--- src/rtl/fp_pkg.sv ---
// rtl/fp_pkg.sv - shared IEEE-754 double field widths and result-flag layout
package fp_pkg;

  localparam int EXP_W = 11;
  localparam int MAN_W = 52;
  localparam int DBL_W = 64;
  localparam int FLAG_W = 4;

  localparam logic [EXP_W-1:0] EXP_ALL_ONES = '1;

  localparam int FLAG_SPECIAL = 3;
  localparam int FLAG_ZERO    = 2;
  localparam int FLAG_DENORM  = 1;
  localparam int FLAG_NEG     = 0;

endpackage

--- src/rtl/fp_classify.sv ---
// rtl/fp_classify.sv - combinational double classifier: {special, zero, denorm, neg}
module fp_classify
  import fp_pkg::*;
(
  input  logic [DBL_W-1:0]  result,
  output logic [FLAG_W-1:0] flags
);

  logic [EXP_W-1:0] exp_f;
  logic [MAN_W-1:0] man_f;

  assign exp_f = result[DBL_W-2 -: EXP_W];
  assign man_f = result[MAN_W-1:0];

  // Any all-ones exponent counts as special; the adder never emits a finite value there.
  always_comb begin
    flags               = '0;
    flags[FLAG_SPECIAL] = (exp_f == EXP_ALL_ONES);
    flags[FLAG_ZERO]    = (exp_f == '0) && (man_f == '0);
    flags[FLAG_DENORM]  = (exp_f == '0) && (man_f != '0);
    flags[FLAG_NEG]     = result[DBL_W-1];
  end

endmodule

--- src/rtl/fp_add_wb_queue.sv ---
// rtl/fp_add_wb_queue.sv - in-order result queue between the FP adder and the register-file write port
module fp_add_wb_queue
  import fp_pkg::*;
#(
  parameter int DEPTH = 4,
  parameter int TAG_W = 5
) (
  input  logic                       clk,
  input  logic                       rst,
  input  logic                       flush,
  input  logic                       in_valid,
  output logic                       in_ready,
  input  logic [DBL_W-1:0]           in_result,
  input  logic [TAG_W-1:0]           in_tag,
  output logic                       wb_valid,
  input  logic                       wb_ready,
  output logic [DBL_W-1:0]           wb_data,
  output logic [TAG_W-1:0]           wb_tag,
  output logic [FLAG_W-1:0]          wb_flags,
  output logic [$clog2(DEPTH+1)-1:0] count,
  output logic                       sticky_special
);

  localparam int PTR_W = $clog2(DEPTH);
  localparam int CNT_W = $clog2(DEPTH+1);

  logic [DBL_W-1:0]  mem_data  [DEPTH];
  logic [TAG_W-1:0]  mem_tag   [DEPTH];
  logic [FLAG_W-1:0] mem_flags [DEPTH];

  logic [PTR_W-1:0] wr_ptr_q, wr_ptr_d;
  logic [PTR_W-1:0] rd_ptr_q, rd_ptr_d;
  logic [CNT_W-1:0] count_q, count_d;
  logic             sticky_q, sticky_d;

  logic [FLAG_W-1:0] in_flags;
  logic              push, pop, push_en;

  fp_classify u_classify (
    .result (in_result),
    .flags  (in_flags)
  );

  // Gating on rst keeps the producer stalled while the queue is held in reset.
  assign in_ready = !rst && (count_q < CNT_W'(DEPTH));
  assign wb_valid = (count_q != '0);
  assign push     = in_valid && in_ready;
  assign pop      = wb_valid && wb_ready;
  assign push_en  = push && !flush;

  always_comb begin
    wr_ptr_d = wr_ptr_q;
    rd_ptr_d = rd_ptr_q;
    count_d  = count_q;
    sticky_d = sticky_q;
    if (flush) begin
      wr_ptr_d = '0;
      rd_ptr_d = '0;
      count_d  = '0;
      sticky_d = 1'b0;
    end else begin
      if (push) begin
        wr_ptr_d = wr_ptr_q + 1'b1;
        if (in_flags[FLAG_SPECIAL]) sticky_d = 1'b1;
      end
      if (pop) rd_ptr_d = rd_ptr_q + 1'b1;
      if (push && !pop)      count_d = count_q + 1'b1;
      else if (pop && !push) count_d = count_q - 1'b1;
    end
  end

  always_ff @(posedge clk or posedge rst) begin
    if (rst) begin
      wr_ptr_q <= '0;
      rd_ptr_q <= '0;
      count_q  <= '0;
      sticky_q <= 1'b0;
    end else begin
      wr_ptr_q <= wr_ptr_d;
      rd_ptr_q <= rd_ptr_d;
      count_q  <= count_d;
      sticky_q <= sticky_d;
    end
  end

  // Storage is deliberately unreset; validity is tracked by count alone.
  always_ff @(posedge clk) begin
    if (push_en) begin
      mem_data[wr_ptr_q]  <= in_result;
      mem_tag[wr_ptr_q]   <= in_tag;
      mem_flags[wr_ptr_q] <= in_flags;
    end
  end

  assign wb_data        = wb_valid ? mem_data[rd_ptr_q]  : '0;
  assign wb_tag         = wb_valid ? mem_tag[rd_ptr_q]   : '0;
  assign wb_flags       = wb_valid ? mem_flags[rd_ptr_q] : '0;
  assign count          = count_q;
  assign sticky_special = sticky_q;

endmodule

--- config.mk ---
export PLATFORM = sky130hd
export DESIGN_NAME = fp_add_wb_queue
export DESIGN_NICKNAME = d
export VERILOG_FILES = /design/src/rtl/fp_pkg.sv /design/src/rtl/fp_classify.sv /design/src/rtl/fp_add_wb_queue.sv
export SDC_FILE = /design/constraint.sdc
export NUM_CORES = 1
export LEC_CHECK = 0
export ABC_CLOCK_PERIOD_IN_PS = 4200
export CAP_MARGIN = 40
export CORE_ASPECT_RATIO = 1.75
export CORE_MARGIN = 2
export CORE_UTILIZATION = 55
export DETAILED_ROUTE_END_ITERATION = 8
export PLACE_DENSITY = 0.8
export SYNTH_ARGS = -nofsm -noshare
export SYNTH_HDL_FRONTEND = slang
export SYNTH_SLANG_ARGS = --single-unit
--- constraint.sdc ---
create_clock -name clk -period 4.2 [get_ports clk]
set_input_delay 1.05 -clock clk [delete_from_list [all_inputs] [get_ports clk]]
set_output_delay 1.05 -clock clk [all_outputs]
set_load 0.005 [all_outputs]
-- Word-level counts from Yosys, hierarchy flattened
Memories as Yosys holds them, arrays and structs flattened.
Cells that the tools add are included.
- add/sub/neg operators: 4
- order comparisons: 1
- equality and inequality tests: 1
- muxes and demuxes: 15
- reductions and logical operators: 21
- operator list (kind ; count):
    64-bit 2-to-1 mux ; 1
    52-bit logical NOT ; 1
    52-bit nonzero test ; 1
    11-bit equality test, second input constant ; 1
    11-bit logical NOT ; 1
    3-bit 2-to-1 mux ; 3
    1-bit logical AND ; 8
    2-bit 2-to-1 mux ; 4
    2-bit nonzero test ; 3
    3-bit nonzero test ; 2
    1-bit 2-to-1 mux ; 5
    5-bit 2-to-1 mux ; 1
    2-bit by 1-bit adder with 2-bit output, second input constant ; 2
    1-bit logical NOT ; 4
    4-bit 2-to-1 mux ; 1
    3-bit by 1-bit adder with 3-bit output, second input constant ; 1
    3-bit < comparator, second input constant ; 1
    3-bit by 1-bit subtractor with 3-bit output, second input constant ; 1
    2-bit AND reduction ; 1
- register bits: 8
- RAM bits: 292
- input bits: 74
- output and inout bits: 79
- memories: 3
- memory list (name ; depth ; width ; read ports ; clocked after Yosys merged registers in ; wr ports ; RTL line ; text):
    mem_data ; 4 ; 64 ; 1 ; 0 ; 1 ; fp_add_wb_queue.sv:27 ; logic [DBL_W-1:0] mem_data [DEPTH];
    mem_tag ; 4 ; 5 ; 1 ; 0 ; 1 ; fp_add_wb_queue.sv:28 ; logic [TAG_W-1:0] mem_tag [DEPTH];
    mem_flags ; 4 ; 4 ; 1 ; 0 ; 1 ; fp_add_wb_queue.sv:29 ; logic [FLAG_W-1:0] mem_flags [DEPTH];

-- Longest topological paths before layout
Gate-level depths: netlist of run 1.
- depth in word-level cells: 8
- gate-level depth with buffers: 7
- depth with buffers taken out: 7

-- Modules after synthesis
A second synthesis of run 1 with hierarchy kept.
- cells, all modules: 548
- area total of the unflattened synthesis: 11731.3 µm²
- by module, submodules not included (module ; times used ; cells each ; area each (µm²) ; sequential area each (µm²)):
    fp_add_wb_queue ; 1 ; 519 ; 11547.3 ; 8968.6
    fp_classify ; 1 ; 29 ; 183.9 ; 0.0

-- Worst setup path before layout of run 1
Ideal clock, no wire load.
- path kind: input-to-reg
- start point: input port rst
- end point: memory mem_data[0][0], enable pin
- arrival: 3.147 ns
- data required time: 3.762 ns
- slack: 0.615 ns
- stages on the path: 4
- buffers on the path: 0
- cells stage by stage: nor2_1 nand2_1 nor2_1 and2_1
- word-level cells in the longest chain between the ends: 6
- RTL lines (element ; RTL line ; text):
    from (decl) ; fp_add_wb_queue.sv:9 ; input logic rst,
    1-bit logical NOT (no source line) ; - ;
    1-bit logical AND ; fp_add_wb_queue.sv:45 ; assign in_ready = !rst && (count_q < CNT_W'(DEPTH));
    1-bit logical AND ; fp_add_wb_queue.sv:47 ; assign push = in_valid && in_ready;
    1-bit logical AND ; fp_add_wb_queue.sv:49 ; assign push_en = push && !flush;
    1-bit 2-to-1 mux ; fp_add_wb_queue.sv:88 ; if (push_en) begin
    1-bit 2-to-1 mux (implied by the code) ; fp_add_wb_queue.sv:89 ; mem_data[wr_ptr_q] <= in_result;
    to (decl) ; fp_add_wb_queue.sv:27 ;
Every way passes these cells.

-- Worst setup path in the final report of run 1
- start point: register count_q[0], in the netlist count[0]
- end point: output port wb_data[2]
- word-level cells in the longest chain between the ends: 2
- RTL lines (element ; RTL line ; text):
    from (decl) ; fp_add_wb_queue.sv:33 ; logic [CNT_W-1:0] count_q, count_d;
    from (signal assigned) ; fp_add_wb_queue.sv:81 ; count_q <= count_d;
    3-bit nonzero test ; fp_add_wb_queue.sv:46 ; assign wb_valid = (count_q != '0);
    64-bit 2-to-1 mux ; fp_add_wb_queue.sv:95 ; assign wb_data = wb_valid ? mem_data[rd_ptr_q] : '0;
    to (decl) ; fp_add_wb_queue.sv:17 ; output logic [DBL_W-1:0] wb_data,
Every way passes these cells.

==> results of run 1 <==
## routing by layer
metal / up-vias / share of wire
li1: 2522 / -
met1: 3046 / 0.36
met2: 185 / 0.56
met3: 40 / 0.050
met4: 0 / 0.031
met5: - / 0
## sequential cells by signal, summed over array words and instances, names as in the netlist
name            flops
mem_tag            20
count               3
sticky_special      1
wr_ptr_q            2
mem_flags          16
rd_ptr_q            2
mem_data          252
## power by group through the flow
stage	logic, mW	registers, mW	clock network, mW
4_1_cts	2.45	3.43	2.43
2_1_floorplan	1.28	3.42	0
3_5_place_dp	2.43	3.49	0
3_3_place_gp	2.40	3.48	0
6_report	2.40	3.42	2.39
5_1_grt	2.57	3.44	2.53
## cells in the final DEF (no fill, tap or decap), drive strengths merged, types with 8 or more instances in the layout
master         count
clkbuf            27
clkdlybuf4s50    152
and2              76
edfxtp           288
dfrtp              8
buf               14
clkinv            10
nor2              10
nor4              16
mux4              72
## layout make-up
class	count	area [µm²]
antenna	2	5.00
clock buffer	27	633
clock inverter	18	216
fill	1262	6470
inverter	5	18.8
multi-input combinational	211	2530
sequential	296	8860
tap	252	315
timing repair buffer	166	1710
## worst max-delay path by stage
stage | from | endpoint | slack (ps) | cells past startpoint
after global placement | count[0] | wb_data[2] | 910 | 4
after CTS | count[0] | wb_data[2] | 360 | 4
after global routing | count[0] | wb_data[2] | 280 | 4
after floorplan | rst | mem_data[0][0] | 610 | 4
final | count[0] | wb_data[2] | 390 | 4
after detailed placement | count[0] | wb_data[2] | 910 | 4
## stage by stage
stage	area [µm²]	worst slack [ps]	instances	total power, mW	hold slack (ps)
2_1_floorplan	11600	615	538	4.70	486
3_3_place_gp	13400	911	930	5.88	512
3_5_place_dp	13400	906	930	5.92	497
4_1_cts	14300	359	975	8.30	517
5_1_grt	14300	280	977	8.54	555
6_report	14300	389	977	8.21	513
## synth_stat cells (all sizes together)
cell / n
a211oi: 1
edfxtp: 288
nand3: 4
xor2: 2
inv: 5
nor3b: 1
and2: 76
a21oi: 6
nor2: 10
buf: 14
xnor2: 2
or3: 1
clkbuf: 12
ha: 4
nor4b: 1
nand4: 4
fa: 1
nand3b: 1
nor4: 16
nand2: 5
o31ai: 1
nor2b: 1
nor3: 2
mux4: 72
dfrtp: 8
## kinds of logic (layout without fill, tap and decap cells)
| group | count (synthesis) | in the layout |
|---|---|---|
| buf+inv | 31 | 216 |
| mux | 72 | 72 |
| compound gates | 8 | 8 |
| fa+ha+maj | 5 | 5 |
| xor+xnor | 4 | 4 |
| other cells | 0 | 2 |
| flops | 296 | 296 |
| simple gates | 122 | 122 |
## critical path, cell delays in order (launching register included)
cell	delay [ps]
dfrtp_1	450
or3_2	810
buf_4	340
and2_1	190
clkdlybuf4s50_1	470
==> impl_metrics.prom, run 1 <==
# TYPE chip_impl_metric gauge
chip_impl_metric{name="synthesis.area_per_instance",unit="µm²"} 21.5
chip_impl_info{name="r2r_end",value="count[2]"} 1
chip_impl_metric{name="clk_latency",unit="ps"} 520
chip_impl_metric{name="detailedRoute.firstIterationViolations",unit=""} 462
chip_impl_metric{name="global_route.usage.met2",unit=""} 0.393
chip_impl_metric{name="design.final.nets",unit=""} 784
chip_impl_metric{name="first_global_vias",unit=""} 6281
chip_impl_info{name="synth_area_leaders",value="edfxtp_1 (75%), mux4_2 (14%), and2_1 (4.1%), dfrtp_1 (1.7%), nor4_1 (0.87%)"} 1
chip_impl_metric{name="worst-r2r-cell-count",unit=""} 7
chip_impl_metric{name="synth.cell_area",unit="mm²"} 0.0116
chip_impl_metric{name="crit_path_max_fanout",unit=""} 31
chip_impl_metric{name="final-max-slew-violation-count",unit=""} 0
chip_impl_metric{name="synth_top_area_frac",unit=""} 0.749
chip_impl_metric{name="p_comb_frac",unit=""} 0.292
chip_impl_metric{name="clkPwrFrac",unit=""} 0.291
chip_impl_metric{name="holdBufCountCts",unit=""} 0
chip_impl_metric{name="switching_power",unit="mW"} 2.03
chip_impl_info{name="hold_path_end",value="sticky_special"} 1
chip_impl_metric{name="globalRouteMet3Util",unit=""} 0.0312
chip_impl_info{name="main_combinational_cell_family_by_area_after_synthesis",value="multiplexers"} 1
chip_impl_info{name="tritoncts",value="yes"} 1
chip_impl_metric{name="layout_worst_path_cycle_share",unit=""} 0.907
chip_impl_metric{name="global_route_wire_length_before_repair",unit="µm"} 35700
chip_impl_metric{name="finalWeightedCongestion",unit=""} 0.764
chip_impl_metric{name="core_area",unit="mm²"} 0.0208
chip_impl_metric{name="drt_first_pass_iters",unit=""} 4
chip_impl_info{name="setup.worst_path.start_class",value="flop"} 1
chip_impl_metric{name="synth.lib_cells_used.distinct",unit=""} 27
chip_impl_metric{name="irDropWorstVdd",unit="mV"} 0.333
chip_impl_metric{name="detail_route.vias_per_cell",unit=""} 5.93
chip_impl_metric{name="fin_worst_skew",unit="ps"} 27.9
chip_impl_metric{name="post_cts_buffers",unit=""} 0
chip_impl_metric{name="reg2reg_setup_slack",unit="ps"} 1560
chip_impl_metric{name="timing.setup.tns",unit="ps"} 0
chip_impl_metric{name="clk_pin_slew_worst_paths",unit="ps"} 60
chip_impl_metric{name="grt_max_degree",unit=""} 37
chip_impl_info{name="hp-class",value="flop to flop"} 1
chip_impl_metric{name="synth-xor-area-share",unit=""} 0.00303
chip_impl_info{name="critical_path_class",value="flop to primary output"} 1
chip_impl_metric{name="final_antenna_net_count",unit=""} 0
chip_impl_metric{name="grt_total_usage",unit=""} 0.213
chip_impl_metric{name="initial_core_util",unit=""} 0.557
chip_impl_metric{name="p_seq_frac",unit=""} 0.417
chip_impl_info{name="run_status",value="complete, no violations"} 1
chip_impl_metric{name="synth.area.mux_share",unit=""} 0.140
chip_impl_metric{name="clock_tree.htree_level_count",unit=""} 1
chip_impl_metric{name="max-slew-margin-rel",unit=""} 0.500
chip_impl_metric{name="grt_util_met1",unit=""} 0.253
chip_impl_metric{name="fmaxAchievable",unit="MHz"} 262
chip_impl_info{name="rr_startpoint",value="count[0]"} 1
chip_impl_info{name="rsz0062_at_grt",value="no"} 1
chip_impl_metric{name="post_synth_adder_cell_area",unit=""} 0.00606
chip_impl_metric{name="power.density_cell_area",unit="mW/mm²"} 575
chip_impl_metric{name="worst_slew_pin_slew",unit="ps"} 744
chip_impl_metric{name="cp.required",unit="ps"} 3150
chip_impl_info{name="critical_path.endpoint_type",value="primary output"} 1
chip_impl_metric{name="p_leak",unit="nW"} 4.50
chip_impl_metric{name="synth-seq-cells",unit=""} 296
chip_impl_info{name="clockRootBuffer",value="clkbuf_16"} 1
chip_impl_metric{name="power.switching_fraction",unit=""} 0.247
chip_impl_metric{name="synth_simple_gate_area_frac",unit=""} 0.0636
chip_impl_metric{name="syn_to_final_growth",unit="%"} 23.7
chip_impl_metric{name="antenna_found_initial",unit=""} 2
chip_impl_metric{name="power_report.internal_total",unit="mW"} 6.18
chip_impl_metric{name="detailroute.via_count",unit=""} 5793
chip_impl_metric{name="finish.utilization",unit=""} 0.688
chip_impl_metric{name="wl",unit="µm"} 23600
chip_impl_metric{name="synth-seq-area-share",unit=""} 0.766
chip_impl_metric{name="io_buffer_count",unit=""} 152
chip_impl_metric{name="core.rowCount",unit=""} 70
chip_impl_metric{name="design.portCount",unit=""} 153
chip_impl_metric{name="hpwl_dp",unit="µm"} 15100
chip_impl_metric{name="die_area",unit="mm²"} 0.0222
chip_impl_metric{name="report.final.setup_viol",unit=""} 0
chip_impl_metric{name="final-hold-violation-count",unit=""} 0
chip_impl_metric{name="fp.dieW",unit="µm"} 114
chip_impl_metric{name="routedWlPerCell",unit="µm"} 24.2
chip_impl_metric{name="critPathArrivalTime",unit="ps"} 2760
chip_impl_info{name="timing.hold.worst.start",value="sticky_special"} 1
chip_impl_info{name="top_usage_layer",value="met2"} 1
chip_impl_metric{name="max-cap-violations",unit=""} 0
chip_impl_metric{name="yosys_warnings",unit=""} 0
chip_impl_metric{name="fraction_of_the_mapped_netlist_area_in_compound_gates",unit=""} 0.00509
chip_impl_metric{name="post_cts_resized",unit=""} 0
chip_impl_info{name="post-synth-top-area-cell",value="edfxtp_1"} 1
chip_impl_metric{name="share_of_cells_above_drive_strength_1",unit=""} 0.183
chip_impl_metric{name="die_height",unit="µm"} 196
chip_impl_metric{name="cts_made_buffers",unit=""} 25
chip_impl_metric{name="worst_hold_path.num_cells",unit=""} 2
chip_impl_metric{name="sinks_on_clock_net",unit=""} 296
chip_impl_metric{name="overflow",unit=""} 0
chip_impl_metric{name="drc",unit=""} 0
chip_impl_metric{name="clock_tree.buffer_depth",unit=""} 3
chip_impl_metric{name="synth_nets",unit=""} 617
chip_impl_metric{name="syn_inst_count",unit=""} 538
chip_impl_metric{name="finalWorstPathRequiredPeriod",unit="ps"} 3810
No activity file was read; power rests on OpenSTA's default activity.
==> run 2: changes to the inputs <==
--- a/config.mk
+++ b/config.mk
@@ -8,10 +8,10 @@
 export ABC_CLOCK_PERIOD_IN_PS = 4200
 export CAP_MARGIN = 40
 export CORE_ASPECT_RATIO = 1.75
-export CORE_MARGIN = 2
 export CORE_UTILIZATION = 55
 export DETAILED_ROUTE_END_ITERATION = 8
 export PLACE_DENSITY = 0.8
+export SKIP_LAST_GASP = 1
 export SYNTH_ARGS = -nofsm -noshare
 export SYNTH_HDL_FRONTEND = slang
 export SYNTH_SLANG_ARGS = --single-unit
==> impl_metrics.prom, run 2 (synthesis results as in run 1) <==
# TYPE chip_impl_metric gauge
chip_impl_metric{name="flip_flop_count_of_the_largest_register_all_copies_and_words_added",unit=""} 252
chip_impl_metric{name="report.final.setup_viol",unit=""} 0
chip_impl_info{name="critical_path.endpoint_type",value="primary output"} 1
chip_impl_metric{name="fin_worst_skew",unit="ps"} 5.80
chip_impl_metric{name="final_antenna_net_count",unit=""} 0
chip_impl_info{name="run_status",value="finished with violations"} 1
chip_impl_metric{name="post_cts_buffers",unit=""} 0
chip_impl_metric{name="detailedRoute.firstIterationViolations",unit=""} 354
chip_impl_metric{name="finalWorstPathRequiredPeriod",unit="ps"} 3840
chip_impl_metric{name="placed_cells",unit=""} 930
chip_impl_metric{name="cts_made_buffers",unit=""} 26
chip_impl_info{name="setup.worst_path.end",value="wb_flags[0]"} 1
chip_impl_metric{name="holdBufCountCts",unit=""} 0
chip_impl_metric{name="clk_latency",unit="ps"} 510
chip_impl_metric{name="design.final.nets",unit=""} 789
chip_impl_metric{name="syn_to_final_growth",unit="%"} 23.3
chip_impl_metric{name="fin_total_pwr",unit="mW"} 8.14
chip_impl_metric{name="drt_first_pass_iters",unit=""} 7
chip_impl_info{name="slowest_stage",value="dfrtp_4"} 1
chip_impl_metric{name="routedWlPerCell",unit="µm"} 23.2
chip_impl_metric{name="irDropWorstVdd",unit="mV"} 0.456
chip_impl_metric{name="die_area",unit="mm²"} 0.0216
chip_impl_metric{name="worst_hold_path.num_cells",unit=""} 2
chip_impl_metric{name="power.density_cell_area",unit="mW/mm²"} 571
chip_impl_metric{name="hpwl_dp",unit="µm"} 14500
chip_impl_info{name="registers_with_the_highest_flip_flop_counts",value="mem_data (252), mem_tag (20), mem_flags (16)"} 1
chip_impl_metric{name="antenna_found_initial",unit=""} 1
chip_impl_metric{name="io_buffer_count",unit=""} 152
chip_impl_metric{name="critPathArrivalTime",unit="ps"} 2790
chip_impl_metric{name="drc",unit=""} 9
chip_impl_metric{name="final-hold-violation-count",unit=""} 0
chip_impl_info{name="leading_cell_type_in_the_layout_fill_and_taps_excluded",value="edfxtp_1"} 1
chip_impl_metric{name="instances_no_fill",unit=""} 978
chip_impl_info{name="path_cells",value="buf_4 -> mux4_2 -> and2_1 -> clkdlybuf4s50_1"} 1
chip_impl_metric{name="p_leak",unit="nW"} 4.50
chip_impl_info{name="tritoncts",value="yes"} 1
chip_impl_info{name="clockRootBuffer",value="clkbuf_16"} 1
chip_impl_metric{name="share_of_cells_above_drive_strength_1",unit=""} 0.192
chip_impl_metric{name="placed_area",unit="mm²"} 0.0134
chip_impl_metric{name="core.rowCount",unit=""} 69
chip_impl_info{name="route.top_layer_used",value="met5"} 1
chip_impl_info{name="critical_path_class",value="flop to primary output"} 1
chip_impl_metric{name="layout_worst_path_cycle_share",unit=""} 0.914
chip_impl_metric{name="design.portCount",unit=""} 153
chip_impl_info{name="rsz0062_at_grt",value="no"} 1
chip_impl_metric{name="routed_length_on_met2",unit="µm"} 12500
chip_impl_metric{name="core_area",unit="mm²"} 0.0205
chip_impl_metric{name="fp.dieW",unit="µm"} 112
chip_impl_metric{name="worst-r2r-cell-count",unit=""} 8
chip_impl_metric{name="first_global_vias",unit=""} 6204
chip_impl_metric{name="antenna_cells",unit=""} 0
chip_impl_metric{name="post_cts_resized",unit=""} 0
chip_impl_metric{name="final-max-slew-violation-count",unit=""} 0
chip_impl_info{name="setup.worst_path.start_class",value="flop"} 1
chip_impl_metric{name="clock_tree.htree_level_count",unit=""} 1
chip_impl_metric{name="crit_path_max_fanout",unit=""} 18
chip_impl_metric{name="cp.required",unit="ps"} 3150
chip_impl_info{name="largest_register",value="mem_data"} 1
chip_impl_info{name="violations_in_the_final_reports",value="DRC"} 1
chip_impl_metric{name="finalWeightedCongestion",unit=""} 0.752
chip_impl_metric{name="initial_core_util",unit=""} 0.565
chip_impl_info{name="hp-class",value="flop to flop"} 1
chip_impl_metric{name="max-cap-violations",unit=""} 0
chip_impl_info{name="cp-startpoint",value="rd_ptr_q[0]"} 1
chip_impl_metric{name="wl_met1",unit="µm"} 8640
chip_impl_metric{name="fmaxAchievable",unit="MHz"} 261
chip_impl_metric{name="overflow",unit=""} 0
chip_impl_metric{name="global_route_wire_length_before_repair",unit="µm"} 35000
chip_impl_metric{name="die_height",unit="µm"} 194
chip_impl_info{name="r2r_end",value="count[2]"} 1
chip_impl_metric{name="detail_route.vias_per_cell",unit=""} 5.89
chip_impl_metric{name="sinks_on_clock_net",unit=""} 296
chip_impl_metric{name="wl_met3",unit="µm"} 1070
chip_impl_metric{name="worst_slew_pin_slew",unit="ps"} 667
chip_impl_metric{name="clk_pin_slew_worst_paths",unit="ps"} 70
chip_impl_metric{name="critPathMaxStageDelay",unit="ps"} 650
chip_impl_metric{name="grt_total_usage",unit=""} 0.216
chip_impl_info{name="most-common-layout-cells",value="edfxtp_1 (288), clkdlybuf4s50_1 (152), mux4_2 (72), and2_1 (72), clkbuf_16 (27)"} 1
chip_impl_metric{name="stdcell_area",unit="mm²"} 0.0142
chip_impl_info{name="rr_startpoint",value="count[2]"} 1
chip_impl_metric{name="grt_max_degree",unit=""} 45
chip_impl_metric{name="detailroute.via_count",unit=""} 5758
chip_impl_metric{name="clock_tree.buffer_depth",unit=""} 3
chip_impl_metric{name="max-slew-margin-rel",unit=""} 0.556
chip_impl_metric{name="wl",unit="µm"} 22700
chip_impl_metric{name="reg2reg_setup_slack",unit="ps"} 1590
chip_impl_metric{name="timing.setup.tns",unit="ps"} 0
-- run 2: cell types whose count changed in the layout (fill, tap and decap cells not counted), moves of 3 or more --
cell and change:
buf_4 +9, buf_12 -5, bufinv_16 -3, clkinv_4 +3
-- run 2: layout make-up --
| class | count | area (µm²) |
|---|---|---|
| fillers | 1261 | 6210 |
| clock inverters | 19 | 169 |
| well taps | 248 | 310 |
| clock buffers | 29 | 683 |
| flip-flops and latches | 296 | 8860 |
| inverters | 5 | 18.8 |
| repair buffers | 170 | 1680 |
| multi-input cells | 211 | 2530 |
-- run 2: critical path, delay by kind of cell (launching register included) --
| family | cells | cell delay (ps) |
|---|---|---|
| flip-flops | 1 | 650 |
| buffers and inverters | 2 | 870 |
| AND/OR/NAND/NOR | 1 | 190 |
| multiplexers | 1 | 550 |
-- run 2: worst min-delay path by stage --
stage,start,to,slack (ps)
floorplan,sticky_special,sticky_special,490
global placement,sticky_special,sticky_special,490
detailed placement,sticky_special,sticky_special,500
CTS,sticky_special,sticky_special,510
global route,sticky_special,sticky_special,560
finish,sticky_special,sticky_special,500
-- run 2: report_power, final --
group | leakage, nW | switching, mW | internal (mW)
clock network | 0.409 | 1.03 | 1.31
logic | 1.39 | 0.910 | 1.46
registers | 2.70 | 0.106 | 3.32
total | 4.50 | 2.04 | 6.10
-- run 2: metrics by stage --
stage / setup WS [ps] / util / hold WS [ps]
floorplan: 615 / - / 486
global placement: 833 / 0.654 / 489
detailed placement: 840 / 0.655 / 497
CTS: 286 / 0.696 / 514
global route: 215 / 0.696 / 560
finish: 362 / 0.696 / 504
-- run 2: routing by layer --
layer / vias to the layer above / global-route usage
li1: 2535 / -
met1: 3021 / 0.265
met2: 169 / 0.394
met3: 31 / 0.0316
met4: 2 / 0.0666
met5: - / 0
==> run 3: changes to the inputs <==
--- a/config.mk
+++ b/config.mk
@@ -8,6 +8,7 @@
 export ABC_CLOCK_PERIOD_IN_PS = 4200
 export CAP_MARGIN = 40
 export CORE_ASPECT_RATIO = 1.75
+export CORE_MARGIN = 2
 export CORE_UTILIZATION = 55
 export DETAILED_ROUTE_END_ITERATION = 8
 export PLACE_DENSITY = 0.8
==> results of run 3 <==
Final layout, timing and power as in run 1 (identical DEF).
